File: config.mk
export PLATFORM = sky130hd
export DESIGN_NAME = ic_test_sequencer
export DESIGN_NICKNAME = d
export VERILOG_FILES = /design/src/rtl/ic_tester_pkg.sv /design/src/rtl/round_timer.sv /design/src/rtl/ic_test_sequencer.sv
export SDC_FILE = /design/constraint.sdc
export NUM_CORES = 1
export LEC_CHECK = 0
export BUFFER_PORTS_ARGS = -buffer_cell sky130_fd_sc_hd__buf_2
export CORE_ASPECT_RATIO = 0.7
export CORE_MARGIN = 5
export CORE_UTILIZATION = 57
export CTS_CLUSTER_DIAMETER = 100
export CTS_CLUSTER_SIZE = 12
export DETAILED_ROUTE_END_ITERATION = 10
export PLACE_DENSITY = 0.77
export SYNTH_ARGS = -nofsm -noshare
export SYNTH_HDL_FRONTEND = slang
export SYNTH_SLANG_ARGS = --single-unit
File: constraint.sdc
create_clock -name clk -period 2.43 [get_ports clk]
set_clock_uncertainty 0.05 [all_clocks]
set_input_delay 0.729 -clock clk [delete_from_list [all_inputs] [get_ports clk]]
set_output_delay 0.729 -clock clk [all_outputs]
set_load 0.005 [all_outputs]
File: src/rtl/ic_tester_pkg.sv
// Shared constants for the quad-gate IC tester: gate-type codes, sequencer state encoding
// and default timing.
package ic_tester_pkg;

    localparam logic [2:0] GT_AND     = 3'd0;
    localparam logic [2:0] GT_OR      = 3'd1;
    localparam logic [2:0] GT_NAND    = 3'd2;
    localparam logic [2:0] GT_NOR     = 3'd3;
    localparam logic [2:0] GT_XOR     = 3'd4;
    localparam logic [2:0] GT_XNOR    = 3'd5;
    localparam logic [2:0] GT_UNKNOWN = 3'b111;

    localparam logic [2:0] ST_IDLE   = 3'd0;
    localparam logic [2:0] ST_RUN    = 3'd1;
    localparam logic [2:0] ST_SAMPLE = 3'd2;
    localparam logic [2:0] ST_NEXT   = 3'd3;
    localparam logic [2:0] ST_DONE   = 3'd4;

    localparam int unsigned DEFAULT_STEP_CYCLES = 50000000;

    function automatic logic type_legal(input logic [2:0] t);
        return t <= GT_XNOR;
    endfunction

endpackage

File: src/rtl/round_timer.sv
// Counts one full 4-pattern round of the checker, 0 .. 4*(STEP_CYCLES+1)-1, and pulses
// o_wrap on the last count.
module round_timer #(
    parameter int unsigned STEP_CYCLES = 3
) (
    input  logic clk,
    input  logic rst_n,
    input  logic i_clear,
    input  logic i_enable,
    output logic o_wrap
);

    localparam int unsigned ROUND_LEN = 4 * (STEP_CYCLES + 1);
    localparam int unsigned CW        = (ROUND_LEN > 1) ? $clog2(ROUND_LEN) : 1;
    localparam logic [CW-1:0] LAST    = CW'(ROUND_LEN - 1);

    logic [CW-1:0] r_cnt;
    logic          w_at_last;

    assign w_at_last = (r_cnt == LAST);
    assign o_wrap    = i_enable && !i_clear && w_at_last;

    always_ff @(posedge clk or negedge rst_n) begin
        if (!rst_n) begin
            r_cnt <= '0;
        end else if (i_clear) begin
            r_cnt <= '0;
        end else if (i_enable) begin
            r_cnt <= w_at_last ? '0 : r_cnt + 1'b1;
        end
    end

endmodule

File: src/rtl/ic_test_sequencer.sv
// Sequencer for the two-input gate checker: runs VERIFY on one gate type or IDENTIFY across
// all types, then latches the per-gate verdict and identified type.
module ic_test_sequencer
    import ic_tester_pkg::*;
#(
    parameter int unsigned STEP_CYCLES   = DEFAULT_STEP_CYCLES,
    parameter int unsigned SETTLE_ROUNDS = 2,
    parameter int unsigned NUM_TYPES     = 6
) (
    input  logic       clk,
    input  logic       rst_n,
    input  logic       i_start,
    input  logic       i_abort,
    input  logic       i_mode,
    input  logic [2:0] i_type_sel,
    input  logic [3:0] i_chk_pass,
    input  logic [3:0] i_chk_fail,
    output logic       o_chk_enable,
    output logic [2:0] o_chk_gate_sel,
    output logic       o_busy,
    output logic       o_done,
    output logic       o_result_valid,
    output logic       o_result_pass,
    output logic [3:0] o_gate_ok,
    output logic [2:0] o_ident_code
);

    localparam int unsigned RW = $clog2(SETTLE_ROUNDS + 2);
    localparam logic [RW-1:0] LAST_ROUND = RW'(SETTLE_ROUNDS);

    logic [2:0]    r_state, w_state_d;
    logic          r_mode, w_mode_d;
    logic [2:0]    r_gate_sel, w_gate_sel_d;
    logic [3:0]    r_gate_ok, w_gate_ok_d;
    logic [2:0]    r_ident, w_ident_d;
    logic          r_valid, w_valid_d;
    logic          r_pass, w_pass_d;
    logic [RW-1:0] r_round;
    logic          w_wrap, w_cnt_clr, w_running;
    logic [3:0]    w_sample_ok;
    logic [2:0]    w_sel_inc;

    assign w_running   = (r_state == ST_RUN);
    assign w_cnt_clr   = !w_running || i_abort;
    assign w_sample_ok = i_chk_pass & ~i_chk_fail;
    assign w_sel_inc   = r_gate_sel + 3'd1;

    round_timer #(
        .STEP_CYCLES (STEP_CYCLES)
    ) u_round_timer (
        .clk      (clk),
        .rst_n    (rst_n),
        .i_clear  (w_cnt_clr),
        .i_enable (w_running),
        .o_wrap   (w_wrap)
    );

    always_comb begin
        w_state_d    = r_state;
        w_mode_d     = r_mode;
        w_gate_sel_d = r_gate_sel;
        w_gate_ok_d  = r_gate_ok;
        w_ident_d    = r_ident;
        w_valid_d    = r_valid;
        w_pass_d     = r_pass;
        case (r_state)
            ST_IDLE: begin
                if (i_start && !i_abort) begin
                    w_mode_d     = i_mode;
                    w_valid_d    = 1'b0;
                    w_ident_d    = GT_UNKNOWN;
                    w_gate_sel_d = i_mode ? GT_AND : i_type_sel;
                    if (!i_mode && !type_legal(i_type_sel)) begin
                        w_gate_ok_d = 4'h0;
                        w_state_d   = ST_DONE;
                    end else begin
                        w_state_d = ST_RUN;
                    end
                end
            end
            ST_RUN: begin
                if (i_abort) w_state_d = ST_IDLE;
                else if (w_wrap && r_round == LAST_ROUND) w_state_d = ST_SAMPLE;
            end
            ST_SAMPLE: begin
                if (i_abort) begin
                    w_state_d = ST_IDLE;
                end else begin
                    w_gate_ok_d = w_sample_ok;
                    if (!r_mode) begin
                        w_state_d = ST_DONE;
                    end else if (w_sample_ok == 4'hF) begin
                        w_ident_d = r_gate_sel;
                        w_state_d = ST_DONE;
                    end else begin
                        w_state_d = ST_NEXT;
                    end
                end
            end
            ST_NEXT: begin
                if (i_abort) begin
                    w_state_d = ST_IDLE;
                end else if (w_sel_inc == 3'(NUM_TYPES)) begin
                    w_gate_ok_d = 4'h0;
                    w_ident_d   = GT_UNKNOWN;
                    w_state_d   = ST_DONE;
                end else begin
                    // Select only moves here, while the checker is disabled.
                    w_gate_sel_d = w_sel_inc;
                    w_state_d    = ST_RUN;
                end
            end
            ST_DONE: w_state_d = ST_IDLE;
            default: w_state_d = ST_IDLE;
        endcase
        if (w_state_d == ST_DONE) begin
            w_valid_d = 1'b1;
            w_pass_d  = (w_gate_ok_d == 4'hF);
        end
    end

    always_ff @(posedge clk or negedge rst_n) begin
        if (!rst_n) begin
            r_state    <= ST_IDLE;
            r_mode     <= 1'b0;
            r_gate_sel <= 3'd0;
            r_gate_ok  <= 4'h0;
            r_ident    <= GT_UNKNOWN;
            r_valid    <= 1'b0;
            r_pass     <= 1'b0;
            r_round    <= '0;
        end else begin
            r_state    <= w_state_d;
            r_mode     <= w_mode_d;
            r_gate_sel <= w_gate_sel_d;
            r_gate_ok  <= w_gate_ok_d;
            r_ident    <= w_ident_d;
            r_valid    <= w_valid_d;
            r_pass     <= w_pass_d;
            if (w_cnt_clr)   r_round <= '0;
            else if (w_wrap) r_round <= r_round + 1'b1;
        end
    end

    assign o_chk_enable   = (r_state == ST_RUN) || (r_state == ST_SAMPLE);
    assign o_chk_gate_sel = r_gate_sel;
    assign o_busy         = (r_state == ST_RUN) || (r_state == ST_SAMPLE) || (r_state == ST_NEXT);
    assign o_done         = (r_state == ST_DONE);
    assign o_result_valid = r_valid;
    assign o_result_pass  = r_pass;
    assign o_gate_ok      = r_gate_ok;
    assign o_ident_code   = r_ident;

endmodule

## Word-level counts from Yosys, hierarchy flattened

Index checks and enable logic that the tools add are counted.

- Bits in registers: 46
- Logic and storage cells: 92
- Output and inout bits: 15

- Order comparisons: 1
- Add/sub/neg operators: 3
- Eq/ne operators: 17
- Muxes and demuxes: 36
- Bitwise operators: 2
- Reduce and logical (&&, ||, !) cells: 24

Operator list:

| kind | count |
|---|---|
| two-way mux 28 bit | 3 |
| two-way mux 3 bit | 19 |
| adder 28 x 1 -> 28 bit (second input constant) | 1 |
| equality test 28 bit (second input constant) | 1 |
| two-way mux 4 bit | 5 |
| inequality test 2 bit (second input constant) | 7 |
| case mux 3 bit (4 select lines) | 1 |
| case mux 4 bit (3 select lines) | 1 |
| nonzero test 2 bit | 5 |
| equality test 3 bit (second input constant) | 3 |
| case mux 3 bit (3 select lines) | 1 |
| equality test 4 bit (second input constant) | 2 |
| AND reduction 7 bit | 1 |
| equality test 3 x 2 -> 1 bit (second input constant) | 2 |
| case mux 3 bit (2 select lines) | 1 |
| logical AND 1 bit | 5 |
| logical NOT 1 bit | 5 |
| AND 4 bit | 1 |
| two-way mux 2 bit | 2 |
| inverter 4 bit | 1 |
| AND reduction 2 bit | 2 |
| AND reduction 4 bit | 1 |
| adder 3 x 1 -> 3 bit (second input constant) | 1 |
| equality test 3 x 1 -> 1 bit (second input constant) | 1 |
| 7 further kinds | 11 |

## Logic depth before layout (Yosys ltp)

Gate-level depths: netlist of the first run.

- Depth in word-level cells: 13
- Gate-level depth with buffers: 8
- Depth with buffers taken out: 6

## By module

Synthesis of the first run repeated with hierarchy kept, for this count alone.

- Cell total of the unflattened synthesis: 313
- Area, all modules: 2950.3 µm²

By module, submodules not included:

| module | area an instance (µm²) | cells an instance | seq. area each (µm²) | instances |
|---|---|---|---|---|
| round_timer | 1853.0 | 201 | 700.7 | 1 |
| ic_test_sequencer | 1097.3 | 112 | 454.2 | 1 |

## Least setup slack after synthesis of the first run

Ideal clock, no wire load.

- Kind: input to register
- Start: in i_chk_fail[1]
- End: reg r_pass, in the netlist o_result_pass
- Slack: 0.303 ns
- Stages: 5
- Data arrival time: 1.956 ns
- Setup time: 0.120 ns
- Required time: 2.260 ns
- Cell sequence: nand2b_1 > o41ai_1 > a22oi_1 > o221a_2 > a41o_1

- Cells in the longest elaborated chain, start to end: 8

RTL lines:

| what | line | text |
|---|---|---|
| start, declared | ic_test_sequencer.sv:17 | `input logic [3:0] i_chk_fail,` |
| inverter 4 bit (*) | ic_test_sequencer.sv:45 | `assign w_sample_ok = i_chk_pass & ~i_chk_fail;` |
| AND 4 bit (*) | ic_test_sequencer.sv:45 |  |
| equality test 4 bit | ic_test_sequencer.sv:92 | `end else if (w_sample_ok == 4'hF) begin` |
| two-way mux 3 bit | ic_test_sequencer.sv:92 |  |
| two-way mux 3 bit | ic_test_sequencer.sv:90 | `if (!r_mode) begin` |
| two-way mux 3 bit | ic_test_sequencer.sv:86 | `if (i_abort) begin` |
| case mux 3 bit (4 select lines) | ic_test_sequencer.sv:66 | `case (r_state)` |
| equality test 3 bit | ic_test_sequencer.sv:116 | `if (w_state_d == ST_DONE) begin` |
| end signal, assigned | ic_test_sequencer.sv:139 | `r_pass <= w_pass_d;` |
| end, declared | ic_test_sequencer.sv:37 | `logic r_pass, w_pass_d;` |

Every way passes the cells marked *; elsewhere a longest branch is shown, timed or not.
A chain may end at the register's enable or synchronous reset.

## Worst setup path in the final report of the first run

- Start: reg r_state[0]
- End: reg r_pass, in the netlist o_result_pass

- Cells in the longest elaborated chain, start to end: 11

RTL lines:

| what | line | text |
|---|---|---|
| start, declared | ic_test_sequencer.sv:31 | `logic [2:0] r_state, w_state_d;` |
| start signal, assigned | ic_test_sequencer.sv:133 | `r_state <= w_state_d;` |
| equality test 3 x 1 -> 1 bit | ic_test_sequencer.sv:43, ic_test_sequencer.sv:66 |  |
| logical NOT 1 bit | ic_test_sequencer.sv:44 | `assign w_cnt_clr = !w_running \|\| i_abort;` |
| logical OR 1 bit | ic_test_sequencer.sv:44 |  |
| logical NOT 1 bit | round_timer.sv:21 | `assign o_wrap = i_enable && !i_clear && w_at_last;` |
| logical AND 1 bit (2 in series) | round_timer.sv:21 |  |
| logical AND 1 bit | ic_test_sequencer.sv:83 | `else if (w_wrap && r_round == LAST_ROUND) w_state_d = ST_SAMPLE;` |
| two-way mux 3 bit | ic_test_sequencer.sv:83 |  |
| two-way mux 3 bit | ic_test_sequencer.sv:82 | `if (i_abort) w_state_d = ST_IDLE;` |
| case mux 3 bit (4 select lines) | ic_test_sequencer.sv:66 |  |
| equality test 3 bit | ic_test_sequencer.sv:116 |  |

Parallel ways exist; a longest one is shown, timed or not.

==> summary.md, run 1 <==
| Metric | Value |
|---|---|
| Number of synthesized flops with an enable pin | `0` |
| Mux cell area share after synthesis | `2.07%` |
| Yosys reg bits | `46` |
| # resized after CTS | `0` |
| Largest family of logic cells by synthesized area | `simple AND/OR/NAND/NOR gates` |
| Share of the synthesized area in the top cell type | `43.3%` |
| Root buf cell | `clkbuf_8` |
| Ys Warns | `0` |
| Fill cell count | `327` |
| Largest net degree at the start of global routing | `29` |
| Post-synth ARST share | `100%` |
| Clk sinks | `46` |
| M3 GR Usage | `4.14%` |
| First-pass GRT wire length | `8740 um` |
| Layout cells sized above 1 | `18.9%` |
| Largest fanout on the critical path | `9` |
| Vias per inst | `5.53` |
| R2r endpoint | `o_result_pass` |
| P_sw | `0.383 mW` |
| Sw Ratio | `22.9%` |
| Port Buf Inserts | `30` |
| Comb pwr share | `9.6%` |
| Hold Path Class | `in2async` |
| Crit-path leading delay family | `compound AO/OA/AOI/OAI gates` |
| Seq/Total Area, Yosys | `46.5%` |
| R2r worst-path depth | `5` |
| Place WS | `0.0803 ns` |
| Cell-internal power | `1.29 mW` |
| Top_reg_cell synth | `dfrtp_1` |
| Top post-synthesis cells by area | `dfrtp_1, nor2_1, xor2_1, xnor2_1, nand3_1` |
| Vias in the first global route | `1804` |
| # Post-CTS Setup Buffers | `0` |
| Worst Tran Pin Value | `0.595 ns` |
| Clock-pin slew on the worst setup and hold paths | `0.09 ns` |
| CTS Buffer Depth | `2` |
| Mean Syn Cell Area | `9.70 sq um` |
| Critical Path Slowest Stage Cell | `dfrtp_1` |
| Sequential power share | `48.3%` |
| CTS H-Tree Depth | `2` |
| Worst path arrival time | `2.23 ns` |
| DRC | `0` |
| # nets final | `310` |
| All-Layer GR Usage | `19.6%` |
| CTS tree | `done` |
| Hold Vio Cnt, Final | `0` |
| Final GP Congestion | `0.906` |
| Initial Utilization | `58.0%` |
| CP cell instances | `or3b_2 > o22ai_1 > a21boi_0 > o22a_1 > a41o_1` |
| Netlist Area Pre-Place | `2480 sq um` |
| Global Route met2 Usage | `24.7%` |
| Worst VDD drop | `0.406 mV` |
| Gr busiest metal | `met1` |
| Worst r2r src | `r_state[0]` |
| Post-synthesis simple-gate area fraction | `25.4%` |
| Final setup vio count | `0` |
| Worst skew pair latency | `0.30 ns` |
| Synth Instances | `256` |
| Net Count, Synth | `276` |
| Critical Path Max Stage Delay | `0.49 ns` |
| Core footprint | `4280 sq um` |
| Detail Route Antenna Nets | `0` |
| Number of buffers created by CTS | `5` |
| Number of buffers and inverters on the critical path | `0` |
| Leakage | `1.27 nW` |
| Post-synthesis compound-gate area fraction | `8.62%` |
| Cell Rows | `20` |
| Die Width | `88.9 um` |
| Die H | `65.2 um` |
| ANT cells | `0` |
| GR Util met1 | `32.2%` |
| Setup slack after layout | `0.349 ns` |
| Via Count | `1915` |
| Drt total wl | `4970 um` |
| Cts hold-fix bufs | `0` |
| Minimum clock period | `2.08 ns` |
| Xor/xnor share of the synthesized area | `10.2%` |
| Synth cell types | `49` |
| RSZ-0062 raised after global routing | `no` |
| Leading area contributor after synthesis | `dfrtp_1` |
| Wire per inst | `14.4 um` |
| Clock Power Share | `42.1%` |
| Sum Neg Setup Slack | `0 ns` |
| Crit path capture type | `register` |
| Cell area power density | `593 nW/um^2` |
| Initial antenna violation count | `0` |
| Critical path class | `reg2reg` |
| Layout area overhead | `13.9%` |
| Grt ovf | `0` |
| Flop2flop setup slack | `0.35 ns` |
| I/O pin cnt | `31` |
| Synth Area in Adders | `2.02%` |
| Final core utilization | `66.1%` |
| Initial DRC count | `167` |
| DR pass1 iterations | `4` |
| Final period util | `85.6%` |
| Startpoint types | `register` |
| Relative slew slack | `60.0%` |
| Full die area | `5800 sq um` |
| Final HPWL DP | `3610 um` |
| MaxCap Viol Count | `0` |
| Critical path required time | `2.58 ns` |
| Outcome | `finished clean` |
| Fmax | `481 MHz` |
| Top cells by count, synth | `nor2_1, dfrtp_1, nand3_1, xor2_1` |
| Max Transition Viols Final | `0` |
| Count leader, synth | `nor2_1` |
## per-stage QoR
stage / power, mW / hold slack, ns / std cells / cell area, sq um
after global routing: 1.74 / 0.386 / 346 / 2830
after floorplan: 0.912 / 0.383 / 256 / 2480
after CTS: 1.69 / 0.357 / 346 / 2830
after global placement: 0.981 / 0.405 / 338 / 2690
after detailed placement: 0.985 / 0.411 / 338 / 2690
final: 1.68 / 0.339 / 346 / 2830
## flip-flops by register name (all words and copies together), names as in the netlist
name / flops
r_state: 3
o_result_valid: 1
u_round_timer.r_cnt: 28
r_mode: 1
o_result_pass: 1
o_chk_gate_sel: 3
r_round: 2
o_ident_code: 3
o_gate_ok: 4
## worst reg2reg max path: cells and delay by family, from the launching register on
kind	cells	cell delay (ns)
AO/OA/AOI/OAI	4	0.96
flip-flops	1	0.49
AND/OR/NAND/NOR	1	0.48
## worst max-delay path by stage
stage / from / endpoint / slack [ns] / depth (start not counted)
after floorplan: i_chk_fail[1] / o_result_pass / 0.30 / 5
after global routing: u_round_timer.r_cnt[0] / u_round_timer.r_cnt[22] / 0.20 / 7
final: r_state[0] / o_result_pass / 0.35 / 5
after detailed placement: i_start / o_result_pass / 0.08 / 6
after global placement: i_start / o_result_pass / 0.17 / 6
after CTS: u_round_timer.r_cnt[0] / u_round_timer.r_cnt[26] / 0.34 / 7
## metal layers
metal  routed length, um  share of wire (%)
met4                  72                1.4
met1                2740                 55
met5                   0                  0
met2                1920                 39
met3                 236                4.7
## placed cells by master (no fill, tap or decap), types with 4 or more instances in the layout
master,netlist,routed
nor4_1,7,7
inv_1,13,13
xnor2_1,13,13
nand2b_1,4,4
o21ai_0,5,5
nand3_1,16,16
ha_1,4,4
nand2_1,13,13
clkbuf_8,0,6
o22ai_1,4,4
nor2_1,46,46
buf_2,1,30
nand4_1,11,11
a21oi_1,4,4
dfrtp_1,43,43
xor2_1,16,16
mux2i_1,4,4
## power groups by stage
| stage | Combinational [mW] | Clock (mW) | Sequential [mW] |
|---|---|---|---|
| CTS | 0.162 | 0.716 | 0.810 |
| global placement | 0.158 | 0 | 0.823 |
| floorplan | 0.0962 | 0 | 0.816 |
| finish | 0.160 | 0.706 | 0.809 |
| detailed placement | 0.160 | 0 | 0.824 |
| global route | 0.181 | 0.749 | 0.813 |
## kinds of logic after synthesis
family / after synthesis
AOI/OAI and AO/OA: 30
and+or+nand+nor: 121
DFF: 46
buffers and inverters: 21
xor gates and xnor gates: 29
muxes: 5
adders and majority gates: 4
## final cells by class
class	count	area (sq um)	share of cell area, %
well taps	55	68.8	2.43
clock buffers	6	82.6	2.92
clock inverters	2	60.1	2.12
multi-input cells	189	1200	42.4
inverters	13	48.8	1.73
flip-flops and latches	46	1150	40.8
repair buffers	35	213	7.52
Power figures use the tool's default switching activity.
==> run 2, diff against run 1 <==
Settings changed: CORE_MARGIN 5 to unset.
==> run 2 against run 1 <==
  * Worst setup slack got worse by 0.010 ns
  * Combinational power is essentially flat
  * Register-to-register slack barely moved
  * Clock-buffer cell count up 1
  * Cell count down 0.87%
  * Global-route usage grew 5.6 points
  * Utilization grew 2.2 points
  * Sequential share of layout area up 1.0 points
  * Final area decreased by 2.4%
  * Critical path depth increased by 2
  * First-iteration DRC count is 13% lower
  * Wire length barely moved
  * Critical endpoint is now u_round_timer.r_cnt[3]
  * Largest power group unchanged
==> summary.md, run 2 (synthesis gave the netlist of run 1 again) <==
| Metric | Value |
|---|---|
| Critical Path Slowest Stage Cell | `nor4_4` |
| DR pass1 iterations | `4` |
| Start point of the critical path | `u_round_timer.r_cnt[0]` |
| R2r worst-path depth | `7` |
| Core footprint | `4040 sq um` |
| Minimum clock period | `2.09 ns` |
| Crit path capture type | `register` |
| Layout cells sized above 1 | `18.6%` |
| # Post-CTS Setup Buffers | `0` |
| CTS H-Tree Depth | `2` |
| Number of buffers created by CTS | `5` |
| Clk sinks | `46` |
| Cts hold-fix bufs | `0` |
| Vias per inst | `5.64` |
| Port Buf Inserts | `30` |
| Clock-pin slew on the worst setup and hold paths | `0.08 ns` |
| Sum Neg Setup Slack | `0 ns` |
| CTS tree | `done` |
| Worst Hold Endpoint | `o_ident_code[2]` |
| Die Width | `80.9 um` |
| Wire per inst | `14.5 um` |
| Worst Tran Pin Value | `0.609 ns` |
| All-Layer GR Usage | `25.2%` |
| Fmax | `478 MHz` |
| Grt ovf | `0` |
| Cell area power density | `527 nW/um^2` |
| Layout area overhead | `11.2%` |
| Critical path class | `reg2reg` |
| Detail Route Antenna Nets | `0` |
| I/O pin cnt | `31` |
| Initial Utilization | `61.4%` |
| Hold Path Class | `reg2reg` |
| Leakage | `1.25 nW` |
| Relative slew slack | `59.1%` |
| Largest Register | `u_round_timer.r_cnt` |
| Setup slack after layout | `0.339 ns` |
| Most common cell after layout, fill and taps aside | `nor2_1` |
| RSZ-0062 raised after global routing | `no` |
| Initial antenna violation count | `0` |
| Via Count | `1934` |
| Largest fanout on the critical path | `28` |
| Final HPWL DP | `3550 um` |
| Largest net degree at the start of global routing | `47` |
| Worst VDD drop | `0.390 mV` |
| Outcome | `finished clean` |
| ANT cells | `0` |
| Critical path required time | `2.57 ns` |
| Worst path arrival time | `2.23 ns` |
| DRC | `0` |
| Final period util | `86.1%` |
| First-pass GRT wire length | `8710 um` |
| Startpoint types | `register` |
| Initial DRC count | `145` |
| Cell Rows | `19` |
| Critical Path Max Stage Delay | `0.44 ns` |
| Max FFs per register | `28` |
| Root buf cell | `clkbuf_8` |
| CTS Buffer Depth | `2` |
| Worst skew pair latency | `0.30 ns` |
| Drt total wl | `4970 um` |
| R2r endpoint | `u_round_timer.r_cnt[3]` |
| Hold Vio Cnt, Final | `0` |
| Hold path startpoint | `o_ident_code[2]` |
| Final setup vio count | `0` |
| # resized after CTS | `0` |
| Vias in the first global route | `1826` |
| Worst r2r src | `u_round_timer.r_cnt[0]` |
| Full die area | `4630 sq um` |
| Final GP Congestion | `0.867` |
| Max Transition Viols Final | `0` |
| Hold Path Depth | `2` |
| # nets final | `310` |
| Most frequent cells in the layout | `nor2_1, dfrtp_1, buf_2, xor2_1, nand3_1` |
| Place WS | `0.131 ns` |
| Flop2flop setup slack | `0.34 ns` |
| CP cell instances | `ha_1 > nor4b_2 > nand4_1 > nor4_4 > or2_1 > buf_12 > nor2_1` |
| MaxCap Viol Count | `0` |
| Die H | `57.2 um` |
run 2: routing by layer:
metal  vias to the layer above  track usage (%)  share of wire (%)
met5                         -                0                  0
met1                       914             39.4                 53
met4                         0             8.67                1.3
met2                        57             34.0                 39
met3                         7             5.60                6.1
li1                        956                -                  -
run 2: where the power goes:
part           internal, mW  leakage, nW  switching [mW]  total (mW)
clock                 0.230       0.0482           0.255       0.485
sequential            0.784        0.623          0.0273       0.811
combinational        0.0679        0.575          0.0898       0.158
total                  1.08         1.25           0.372        1.45
run 2: worst max-delay path, delay by kind of cell (launching register included):
family | cells | cell delay, ns
fa+ha+maj | 1 | 0.26
simple gates | 5 | 1.10
buf+inv | 1 | 0.18
flops | 1 | 0.39
run 2: layout make-up:
type	count	area, sq um
multi-input combinational	189	1200
inverter	13	48.8
sequential	46	1150
tap	52	65.1
clock buffer	7	86.3
fill	345	1280
clock inverter	1	5.00
timing repair buffer	35	200
run 2: through the flow:
stage	hold slack (ns)	std cells	util [%]	power, mW	area (sq um)
final	0.424	343	68.3	1.45	2760
after global routing	0.455	343	68.3	1.52	2760
after CTS	0.423	343	68.3	1.46	2760
after detailed placement	0.402	335	66.0	0.982	2670
after global placement	0.410	335	66.0	0.978	2670
after floorplan	0.383	256	-	0.912	2480
run 2: worst max path at each step:
stage                              end  slack, ns  cells after the start
2_1_floorplan            o_result_pass       0.30                      5
5_1_grt        u_round_timer.r_cnt[17]       0.18                      6
4_1_cts        u_round_timer.r_cnt[17]       0.33                      7
3_5_place_dp             o_result_pass       0.13                      6
6_report        u_round_timer.r_cnt[3]       0.34                      7
3_3_place_gp             o_result_pass       0.20                      6
==> run 3, diff against run 2 <==
Clock period 2.43 ns to 2.1 ns, I/O delays scaled along.
==> run 3 against run 2 <==
  * Clock-buffer cell count is the same
  * Die area unchanged
  * Critical endpoint is now o_ident_code[1]
  * Global-route usage rose by 1.6 points
  * Utilization is 2.9 points higher
  * Worst hold slack lost 0.21 ns
  * Via count up 3.8%
  * Fmax up 7.0%
  * Total power rose by 16%
  * Cell count up 4.4%
  * Largest cell class unchanged
  * Wire length increased by 6.1%
  * Worst setup slack got worse by 0.19 ns
  * Non-clock buffer count grew 15
==> summary.md, run 3 (synthesis gave the netlist of run 1 again) <==
| Metric | Value |
|---|---|
| Most common cell after layout, fill and taps aside | `nor2_1` |
| M1 WL | `2690 um` |
| Sequential power share | `55.2%` |
| Hold Path Class | `in2async` |
| Relative slew slack | `67.9%` |
| Wire length on met2 | `2180 um` |
| Most frequent cells in the layout | `nor2_1, dfrtp_1, buf_2, buf_4` |
| Vias in the first global route | `1987` |
| Cell Rows | `19` |
| All-Layer GR Usage | `26.8%` |
| Critical path required time | `2.27 ns` |
| Final setup vio count | `0` |
| CTS tree | `done` |
| Placed insts | `350` |
| P_sw | `0.422 mW` |
| I/O pin cnt | `31` |
| Largest Register | `u_round_timer.r_cnt` |
| Final period util | `93.0%` |
| Final HPWL DP | `4000 um` |
| CTS H-Tree Depth | `2` |
| Critical Path Slowest Stage Cell | `dfrtp_1` |
| Layout cells sized above 1 | `22.9%` |
| Largest fanout on the critical path | `4` |
| Number of buffers created by CTS | `5` |
| Critical path class | `reg2reg` |
| Final GP Congestion | `0.812` |
| Cts hold-fix bufs | `0` |
| # nets final | `325` |
| Leakage | `1.32 nW` |
| Post-route insts no fill | `358` |
| Outcome | `finished clean` |
| Comb pwr share | `12.2%` |
| Cell-internal power | `1.26 mW` |
| ANT cells | `0` |
| Worst skew pair latency | `0.30 ns` |
| Crit path capture type | `register` |
| CP cell instances | `ha_1 > xor2_1 > and2_1 > nand2_1 > a211oi_2 > mux2_2` |
| Worst path arrival time | `2.13 ns` |
| Clock Power Share | `32.7%` |
| Max Transition Viols Final | `0` |
| First-pass GRT wire length | `9280 um` |
| Largest net degree at the start of global routing | `29` |
| WL met3 | `347 um` |
| RSZ-0062 raised after global routing | `no` |
| Root buf cell | `clkbuf_8` |
| Die Width | `80.9 um` |
| DR pass1 iterations | `4` |
| Die H | `57.2 um` |
| CTS Buffer Depth | `2` |
| Cell area power density | `586 nW/um^2` |
| # Post-CTS Setup Buffers | `0` |
| Via Count | `2007` |
| Hold Vio Cnt, Final | `0` |
| Number of buffers and inverters on the critical path | `0` |
| Grt ovf | `0` |
| Core footprint | `4040 sq um` |
| Critical Path Max Stage Delay | `0.40 ns` |
| Initial antenna violation count | `0` |
| Initial DRC count | `188` |
| MaxCap Viol Count | `0` |
| Port Buf Inserts | `30` |
| Crit-path leading delay family | `flip-flops` |
| Full die area | `4630 sq um` |
| # resized after CTS | `0` |
| Wire per inst | `14.7 um` |
| Detail Route Antenna Nets | `0` |
| Drt total wl | `5270 um` |
| Clk sinks | `46` |
| Max FFs per register | `28` |
| Worst Tran Pin Value | `0.480 ns` |
| Startpoint types | `register` |
| Layout area overhead | `15.9%` |
| Sw Ratio | `25.0%` |
| DRC | `0` |
| Overall Power | `1.69 mW` |
| Initial Utilization | `61.4%` |
| Worst VDD drop | `0.492 mV` |
| Vias per inst | `5.61` |
| Fmax | `512 MHz` |
| Minimum clock period | `1.95 ns` |
| Uppermost routed layer | `met4` |
| Fill cell count | `328` |
| Clock-pin slew on the worst setup and hold paths | `0.08 ns` |
==> run 3: worst reg2reg max path: cells and delay by family (launching register included) <==
| kind | cells | cell delay, ns |
|---|---|---|
| DFF | 1 | 0.40 |
| muxes | 1 | 0.38 |
| and+or+nand+nor | 2 | 0.33 |
| AOI/OAI and AO/OA | 1 | 0.31 |
| adders and majority gates | 1 | 0.25 |
| xor gates and xnor gates | 1 | 0.17 |
==> run 3: power by group through the flow <==
stage / clock, mW / combinational (mW) / sequential [mW]
2_1_floorplan: 0 / 0.111 / 0.944
3_3_place_gp: 0 / 0.201 / 0.945
3_5_place_dp: 0 / 0.203 / 0.947
4_1_cts: 0.568 / 0.204 / 0.930
5_1_grt: 0.607 / 0.233 / 0.934
6_report: 0.550 / 0.205 / 0.930
==> run 3: layout make-up <==
| type | count | area, sq um | share of cell area, % |
|---|---|---|---|
| clock buffer | 7 | 86.3 | 3.00 |
| clock inverter | 1 | 5.00 | 0.174 |
| inverter | 13 | 48.8 | 1.70 |
| multi-input combinational | 189 | 1200 | 41.9 |
| sequential | 46 | 1150 | 40.1 |
| tap | 52 | 65.1 | 2.26 |
| timing repair buffer | 50 | 313 | 10.9 |
==> run 3: final timing paths <==
check                                  start                      end  slack, ns  cells past startpoint
min in group clk             o_ident_code[0]          o_ident_code[0]       0.42                      2
max in group asynchronous              rst_n          o_ident_code[1]       1.22                      2
max reg2reg                o_chk_gate_sel[0]          o_ident_code[1]       0.15                      6
min                                    rst_n  u_round_timer.r_cnt[19]       0.22                      1
max                        o_chk_gate_sel[0]          o_ident_code[1]       0.15                      6
min reg2reg                  o_ident_code[0]          o_ident_code[0]       0.42                      2
==> run 3: metal layers <==
layer / global-route usage [%] / vias up
met1: 41.7 / 959
met4: 7.40 / 0
met5: 0 / -
met3: 6.08 / 7
met2: 37.2 / 57
li1: - / 984
==> run 3: metrics by stage <==
stage | area [sq um] | hold slack (ns) | utilization [%] | setup WS (ns) | setup TNS (ns)
3_5_place_dp | 2780 | 0.409 | 68.8 | -0.0805 | -0.0805
6_report | 2880 | 0.215 | 71.2 | 0.146 | 0
5_1_grt | 2880 | 0.239 | 71.2 | 0.00154 | 0
3_3_place_gp | 2780 | 0.409 | 68.8 | -0.0219 | -0.0219
4_1_cts | 2870 | 0.223 | 71.1 | 0.0397 | 0
2_1_floorplan | 2480 | 0.284 | - | 0.0725 | 0
